$ cat config.mk
export PLATFORM = sky130hd
export DESIGN_NAME = id_ex_reg_flat
export DESIGN_NICKNAME = d
export VERILOG_FILES = /design/src/rtl/id_ex_reg_if.sv /design/src/rtl/id_ex_reg.sv /design/src/flat_wrapper.sv
export SDC_FILE = /design/constraint.sdc
export NUM_CORES = 1
export LEC_CHECK = 0
export CAP_MARGIN = 0
export CORE_MARGIN = 4
export CORE_UTILIZATION = 40
export CTS_CLUSTER_DIAMETER = 200
export CTS_CLUSTER_SIZE = 28
export DETAILED_ROUTE_END_ITERATION = 10
export PLACE_DENSITY = 0.82
export SYNTH_ARGS = -nofsm -noshare
export SYNTH_HDL_FRONTEND = slang
export SYNTH_SLANG_ARGS = --single-unit
export TNS_END_PERCENT = 5
$ cat constraint.sdc
create_clock -name clk -period 2.7 [get_ports clk]
set_clock_uncertainty 0.2 [all_clocks]
set_input_delay 0.54 -clock clk [delete_from_list [all_inputs] [get_ports clk]]
set_output_delay 0.54 -clock clk [all_outputs]
set_load 0.005 [all_outputs]
$ cat src/rtl/id_ex_reg_if.sv
// ID/EX pipeline payload bundle: control word, PC, operands, shifter/branch fields, flags.
// Pure wiring, no latency of its own.
// No handshake; stage advance is governed by the register's freeze/flush/hazard controls.
interface id_ex_reg_if #(
  parameter int DATA_W = 32
);
  logic [8:0]        ctrl;      // {WB_EN, MEM_R_EN, MEM_W_EN, B, S, EXE_CMD[3:0]}
  logic [DATA_W-1:0] pc;        // PC+4 of the instruction
  logic [DATA_W-1:0] val_rn;
  logic [DATA_W-1:0] val_rm;
  logic              imm;
  logic [11:0]       shift_op;
  logic [23:0]       simm24;
  logic [3:0]        dest;
  logic [3:0]        sr;        // {N,Z,C,V}

  // Producer side of the bundle.
  modport master (
    output ctrl, pc, val_rn, val_rm, imm, shift_op, simm24, dest, sr
  );

  // Consumer side of the bundle.
  modport slave (
    input ctrl, pc, val_rn, val_rm, imm, shift_op, simm24, dest, sr
  );
endinterface

$ cat src/rtl/id_ex_reg.sv
// ID->EX pipeline register with bubble insertion, flush and freeze, plus a saturating bubble counter.
// Latency: exactly 1 cycle, every output registered, no input-to-output combinational path.
// Backpressure: freeze holds the whole stage and the counter; flush/hazard/cond-fail insert bubbles.
module id_ex_reg #(
  parameter int DATA_W = 32,
  parameter int CNT_W  = 8
) (
  input  logic             clk,
  input  logic             rst,        // synchronous, active-low
  input  logic             freeze,
  input  logic             flush,
  input  logic             hazard,
  input  logic             cond_pass,
  id_ex_reg_if.slave       id_bus,
  id_ex_reg_if.master      ex_bus,
  output logic             valid_out,
  output logic [CNT_W-1:0] bubble_cnt
);

  // Stage occupancy: the state register is valid_out itself.
  localparam logic [0:0] ST_EMPTY = 1'b0;
  localparam logic [0:0] ST_LIVE  = 1'b1;

  localparam logic [CNT_W-1:0] CNT_MAX = {CNT_W{1'b1}};
  localparam logic [CNT_W-1:0] CNT_ONE = {{(CNT_W-1){1'b0}}, 1'b1};

  logic       bubble;     // instruction enters EX as a no-op (datapath still captured)
  logic       kill_evt;   // a bubble or flush happens on this edge (counted once)
  logic [0:0] state_nxt;

  // Classify the current edge; freeze masks everything.
  always_comb begin
    bubble   = hazard | ~cond_pass;
    kill_evt = ~freeze & (flush | bubble);
  end

  // Next occupancy: only a clean, unfrozen load makes the stage live.
  always_comb begin
    state_nxt = valid_out;
    if (!freeze) begin
      if (flush || bubble) state_nxt = ST_EMPTY;
      else                 state_nxt = ST_LIVE;
    end
  end

  // Occupancy flag and control word; a bubble or flush zeroes the control word.
  always_ff @(posedge clk) begin
    if (!rst) begin
      valid_out   <= ST_EMPTY;
      ex_bus.ctrl <= '0;
    end else if (!freeze) begin
      valid_out   <= state_nxt;
      ex_bus.ctrl <= (flush || bubble) ? 9'h000 : id_bus.ctrl;
    end
  end

  // Datapath fields: captured on load and on bubbles, cleared on flush.
  always_ff @(posedge clk) begin
    if (!rst) begin
      ex_bus.pc       <= '0;
      ex_bus.val_rn   <= '0;
      ex_bus.val_rm   <= '0;
      ex_bus.imm      <= 1'b0;
      ex_bus.shift_op <= '0;
      ex_bus.simm24   <= '0;
      ex_bus.dest     <= '0;
      ex_bus.sr       <= '0;
    end else if (!freeze) begin
      if (flush) begin
        ex_bus.pc       <= '0;
        ex_bus.val_rn   <= '0;
        ex_bus.val_rm   <= '0;
        ex_bus.imm      <= 1'b0;
        ex_bus.shift_op <= '0;
        ex_bus.simm24   <= '0;
        ex_bus.dest     <= '0;
        ex_bus.sr       <= '0;
      end else begin
        ex_bus.pc       <= id_bus.pc;
        ex_bus.val_rn   <= id_bus.val_rn;
        ex_bus.val_rm   <= id_bus.val_rm;
        ex_bus.imm      <= id_bus.imm;
        ex_bus.shift_op <= id_bus.shift_op;
        ex_bus.simm24   <= id_bus.simm24;
        ex_bus.dest     <= id_bus.dest;
        ex_bus.sr       <= id_bus.sr;
      end
    end
  end

  // Saturating count of inserted bubbles; reset clears it without counting.
  always_ff @(posedge clk) begin
    if (!rst) begin
      bubble_cnt <= '0;
    end else if (kill_evt && (bubble_cnt != CNT_MAX)) begin
      bubble_cnt <= bubble_cnt + CNT_ONE;
    end
  end

endmodule

$ cat src/flat_wrapper.sv
// flat-port wrapper written by rule: the top's interface ports become plain ports
module id_ex_reg_flat 
#(
  parameter int DATA_W = 32,
  parameter int CNT_W  = 8
)
  (clk, rst, freeze, flush, hazard, cond_pass, valid_out, bubble_cnt, id_bus_ctrl, id_bus_pc, id_bus_val_rn, id_bus_val_rm, id_bus_imm, id_bus_shift_op, id_bus_simm24, id_bus_dest, id_bus_sr, ex_bus_ctrl, ex_bus_pc, ex_bus_val_rn, ex_bus_val_rm, ex_bus_imm, ex_bus_shift_op, ex_bus_simm24, ex_bus_dest, ex_bus_sr);
  id_ex_reg_if #(.DATA_W(DATA_W)) id_bus_i ();
  id_ex_reg_if #(.DATA_W(DATA_W)) ex_bus_i ();
  input  logic clk;
  input  logic rst;
  input  logic freeze;
  input  logic flush;
  input  logic hazard;
  input  logic cond_pass;
  output logic valid_out;
  output logic [CNT_W-1:0] bubble_cnt;
  input wire logic [$bits(id_bus_i.ctrl)-1:0] id_bus_ctrl;
  input wire logic [$bits(id_bus_i.pc)-1:0] id_bus_pc;
  input wire logic [$bits(id_bus_i.val_rn)-1:0] id_bus_val_rn;
  input wire logic [$bits(id_bus_i.val_rm)-1:0] id_bus_val_rm;
  input wire logic [$bits(id_bus_i.imm)-1:0] id_bus_imm;
  input wire logic [$bits(id_bus_i.shift_op)-1:0] id_bus_shift_op;
  input wire logic [$bits(id_bus_i.simm24)-1:0] id_bus_simm24;
  input wire logic [$bits(id_bus_i.dest)-1:0] id_bus_dest;
  input wire logic [$bits(id_bus_i.sr)-1:0] id_bus_sr;
  output wire logic [$bits(ex_bus_i.ctrl)-1:0] ex_bus_ctrl;
  output wire logic [$bits(ex_bus_i.pc)-1:0] ex_bus_pc;
  output wire logic [$bits(ex_bus_i.val_rn)-1:0] ex_bus_val_rn;
  output wire logic [$bits(ex_bus_i.val_rm)-1:0] ex_bus_val_rm;
  output wire logic [$bits(ex_bus_i.imm)-1:0] ex_bus_imm;
  output wire logic [$bits(ex_bus_i.shift_op)-1:0] ex_bus_shift_op;
  output wire logic [$bits(ex_bus_i.simm24)-1:0] ex_bus_simm24;
  output wire logic [$bits(ex_bus_i.dest)-1:0] ex_bus_dest;
  output wire logic [$bits(ex_bus_i.sr)-1:0] ex_bus_sr;
  assign id_bus_i.ctrl = id_bus_ctrl;
  assign id_bus_i.pc = id_bus_pc;
  assign id_bus_i.val_rn = id_bus_val_rn;
  assign id_bus_i.val_rm = id_bus_val_rm;
  assign id_bus_i.imm = id_bus_imm;
  assign id_bus_i.shift_op = id_bus_shift_op;
  assign id_bus_i.simm24 = id_bus_simm24;
  assign id_bus_i.dest = id_bus_dest;
  assign id_bus_i.sr = id_bus_sr;
  assign ex_bus_ctrl = ex_bus_i.ctrl;
  assign ex_bus_pc = ex_bus_i.pc;
  assign ex_bus_val_rn = ex_bus_i.val_rn;
  assign ex_bus_val_rm = ex_bus_i.val_rm;
  assign ex_bus_imm = ex_bus_i.imm;
  assign ex_bus_shift_op = ex_bus_i.shift_op;
  assign ex_bus_simm24 = ex_bus_i.simm24;
  assign ex_bus_dest = ex_bus_i.dest;
  assign ex_bus_sr = ex_bus_i.sr;
  id_ex_reg #(.DATA_W(DATA_W), .CNT_W(CNT_W)) u_core (.clk(clk), .rst(rst), .freeze(freeze), .flush(flush), .hazard(hazard), .cond_pass(cond_pass), .id_bus(id_bus_i), .ex_bus(ex_bus_i), .valid_out(valid_out), .bubble_cnt(bubble_cnt));
endmodule
# [Yosys cells after proc, flatten, opt, wreduce, memory -nomap -nowiden]
# Cells that the tools add are included.
[op_classes] muxes=10 n_bitwise=5 reduce_logical=2 add_sub_neg=1 n_eq_ne=1
[op_table] cell="$mux 32" n=3
[op_table] cell="$mux 24" n=1
[op_table] cell="$mux 12" n=1
[op_table] cell="$mux 9" n=1
[op_table] cell="$add 8x1->8 const B" n=1
[op_table] cell="$mux 4" n=2
[op_table] cell="$ne 8x8->1 const B" n=1
[op_table] cell="$mux 1" n=2
[op_table] cell="$not 1->1" n=2
[op_table] cell="$or 1x1->1" n=2
[op_table] cell="$and 1x1->1" n=1
[op_table] cell="$logic_and 1x1->1" n=1
[op_table] cell="$logic_or 1x1->1" n=1
[totals] elab_cells=30 out_inout_bits=159 register_bits=159 inputBits=156

# [Depth between registers and ports, before layout]
[depth] ltp_word=5 ltp_mapped=5 mapped_depth_nobuf=5

# [Worst setup path after synthesis]
# Ideal clock, no wire load.
[synth_path] kind="input -> register" startpoint="input hazard" endpoint="register u_core.bubble_cnt[7]" path_buffers=0 required_time_ns=2.384 arrival_time_ns=1.338 setup_ns=0.116 stages=4 setup_slack_ns=1.046 cell_sequence="nor3b_4 > nor4_4 > a31o_2 > and3_1"
[synth_via] elab_chain_cells=4
[synth_lines] element="start, declared" line_no="flat_wrapper.sv:14" text="input logic hazard;"
[synth_lines] element="$or 1x1->1" line_no="id_ex_reg.sv:33" text="bubble = hazard | ~cond_pass;"
[synth_lines] element="$or 1x1->1" line_no="id_ex_reg.sv:34" text="kill_evt = ~freeze & (flush | bubble);"
[synth_lines] element="$and 1x1->1" line_no="id_ex_reg.sv:34"
[synth_lines] element="$logic_and 1x1->1" line_no="id_ex_reg.sv:95" text="end else if (kill_evt && (bubble_cnt != CNT_MAX)) begin"
[synth_lines] element="end signal, assigned" line_no="id_ex_reg.sv:96" text="bubble_cnt <= bubble_cnt + CNT_ONE;"
[synth_lines] element="end, declared" line_no="id_ex_reg.sv:17" text="output logic [CNT_W-1:0] bubble_cnt"
# No other way between the ends.
# A chain may end at the register's enable or synchronous reset.

# [Worst setup path after layout]
[layout_path] startpoint="register u_core.bubble_cnt[2]" endpoint="output bubble_cnt[2]"
[layout_lines] element="end, declared" line_no="flat_wrapper.sv:17" text="output logic [CNT_W-1:0] bubble_cnt;"
# No word-level cell between the ends.

==> results.json <==
{
  "outcome": "finished clean",
  "htreeDepth": 4,
  "ctsLongestPathBuffers": 2,
  "yosys_warnings": 0,
  "reg2reg_slack_ns": 0.92,
  "clk_pin_slew_ns": 0.05,
  "critPathCaptureType": "output pin",
  "grt_util_all_layers": 0.217,
  "met2_usage": 0.386,
  "cts_buffers": 17,
  "synth_top_area_share": 0.549,
  "syn_avg_cell_area_sq_um": 10.6,
  "start_util": 0.413,
  "cp_data_required_time_ns": 1.96,
  "core_region_area_sq_um": 14000,
  "leakagePower_nw": 3.39,
  "vias": 5327,
  "cp_top_family": "buffers and inverters",
  "drt_wl_total_mm": 18.3,
  "placed_area_sq_um": 9040,
  "whs_path_depth": 2,
  "first_pass_iters": 6,
  "drive_above_1_share": 0.0529,
  "grt_pass1_wl_mm": 28.5,
  "mostFrequentLayoutCell": "clkdlybuf4s50_1",
  "gp_congestion": 0.800,
  "gr-total-overflow": 0,
  "critPathMaxStageDelay_ns": 0.58,
  "port_buffers": 314,
  "antenna_found_initial": 0,
  "hold_viol": 0,
  "synthesis.area_sq_um": 5800,
  "insertion_delay_ns": 0.40,
  "setup_violations": 0,
  "final_cell_mix": "clkdlybuf4s50_1, dfxtp_1, nor2b_1",
  "holdPathEnd": "u_core.bubble_cnt[1]",
  "path_buf_inv": 1,
  "cts.repair.resized": 0,
  "pre_cts_ws_ns": 0.379,
  "synth.distinct_cells": 29,
  "grt.met3_usage": 0.0751,
  "syn_nets": 706,
  "syn_inst": 549,
  "ios": 315,
  "finalCriticalPeriod_ns": 2.17,
  "worst_ep_arrival_time_ns": 1.43,
  "path_max_fanout": 7,
  "maxCapViolCount": 0,
  "vdd_drop_max_mv": 0.395,
  "hold_start": "u_core.bubble_cnt[1]",
  "cts_setup_buffers": 0,
  "drt_iter0_markers": 287,
  "top_usage_layer": "met2",
  "post_drt_wl_per_cell_um": 17.8,
  "yosys-top-cells-area": "dfxtp_1, a22oi_1, nor2b_1",
  "ys_seq_area_frac": 0.549,
  "grt_use_met1": 0.231,
  "root_buffer": "clkbuf_16",
  "critPathKind": "reg2out",
  "finalMaxSlewViolations": 0,
  "setup_tns_ns": 0,
  "r2r-start": "u_core.bubble_cnt[0]",
  "grt_pass1_vias": 5633,
  "fin_nets": 996,
  "power.density_nw_per_um2": 584,
  "cts_tree": "done",
  "syn_to_final_growth_pct": 66.4,
  "critPathLaunchType": "register",
  "dieArea_sq_um": 16500,
  "antenna_left": 0,
  "vias_per_cell": 5.17,
  "detailed_place_hpwl_mm": 13.4,
  "die_h_um": 128,
  "worst_slack_ns": 0.527,
  "drc": 0,
  "worstHoldPathType": "reg2reg",
  "slowest_stage": "clkdlybuf4s50_1",
  "period_share": 0.805,
  "rows": 43,
  "n_antenna_cell": 0,
  "r2r_end": "u_core.bubble_cnt[4]",
  "ys_ff_latch": 159,
  "crit_chain": "clkdlybuf4s50_1",
  "grt_max_degree": 73,
  "rsz0062_at_grt": "no",
  "cts_sinks": 159,
  "reg2reg_depth": 5,
  "ctsHoldBuffers": 0,
  "fmax_mhz": 460,
  "design_area_sq_um": 9640,
  "yosysTopAreaCell": "dfxtp_1",
  "die_x_um": 128,
  "relSlewSlack": 0.587,
  "worstMarginPinSlew_ns": 0.619
}
[synth_stat cells (all sizes together)]
cell type and n:
a211oi 1, nor3b 1, xor2 1, a31o 1, nand3b 2, and2 1, nand2 6, a21oi 1
nand2b 2, clkbuf 23, o21ai 2, and4 1, nor4 2, nand3 5, dfxtp 159, nand4bb 1
nor2b 153, nor2 1, nand4 1, o211a 2, buf 28, a22oi 150, mux2i 2, and3 2
ha 1
[stage by stage]
| stage | utilization | power, mW | hold WS [ns] | instances |
|---|---|---|---|---|
| detailed placement | 0.644 | 3.24 | 0.299 | 1000 |
| global route | 0.687 | 5.84 | 0.347 | 1030 |
| global placement | 0.644 | 3.21 | 0.284 | 1000 |
| CTS | 0.687 | 5.68 | 0.307 | 1030 |
| floorplan | - | 2.78 | 0.281 | 549 |
| finish | 0.687 | 5.63 | 0.305 | 1030 |
[sequential cells by signal, indices dropped and copies added (netlist names)]
register and flops:
u_core.ex_bus.simm24 24, u_core.ex_bus.dest 4, u_core.ex_bus.sr 4, u_core.ex_bus.imm 1
u_core.ex_bus.pc 32, u_core.ex_bus.shift_op 12, u_core.bubble_cnt 8, u_core.ex_bus.val_rm 32
u_core.valid_out 1, u_core.ex_bus.val_rn 32, u_core.ex_bus.ctrl 9
[power breakdown]
part	internal (mW)	total (mW)	leakage [nW]	switching (mW)
Clock	1.57	2.44	0.295	0.876
Sequential	2.43	2.48	1.30	0.0491
Combinational	0.455	0.703	1.80	0.247
Total	4.46	5.63	3.39	1.17
[final cells by class]
cell class | count | area [sq um]
clock buffers | 25 | 505
well taps | 180 | 225
repair buffers | 322 | 3250
fillers | 1001 | 4400
clock inverters | 5 | 103
multi-input cells | 339 | 2380
flip-flops and latches | 159 | 3180
[cells by family (layout without fill, tap and decap cells)]
| logic type | Yosys count | count (layout) | synth area share |
|---|---|---|---|
| adders and majority gates | 1 | 1 | 0.00216 |
| buffers and inverters | 51 | 352 | 0.0410 |
| xor gates and xnor gates | 1 | 1 | 0.00151 |
| muxes | 2 | 2 | 0.00345 |
| DFF | 159 | 159 | 0.549 |
| and+or+nand+nor | 178 | 178 | 0.197 |
| AOI/OAI and AO/OA | 157 | 157 | 0.205 |
[worst max-delay path by stage]
stage,to,cells after the start,slack (ns),start
after floorplan,u_core.bubble_cnt[7],4,1.05,hazard
after global placement,u_core.ex_bus.ctrl[8],6,0.41,flush
after detailed placement,u_core.ex_bus.ctrl[0],6,0.38,flush
after CTS,bubble_cnt[5],1,0.50,u_core.bubble_cnt[5]
after global routing,bubble_cnt[5],1,0.45,u_core.bubble_cnt[5]
final,bubble_cnt[2],1,0.53,u_core.bubble_cnt[2]
[layer usage]
layer,vias up,part of all wire
met4,0,0.031
met3,39,0.088
li1,2530,-
met2,244,0.51
met1,2514,0.37
met5,-,0
Power figures use the tool's default switching activity.
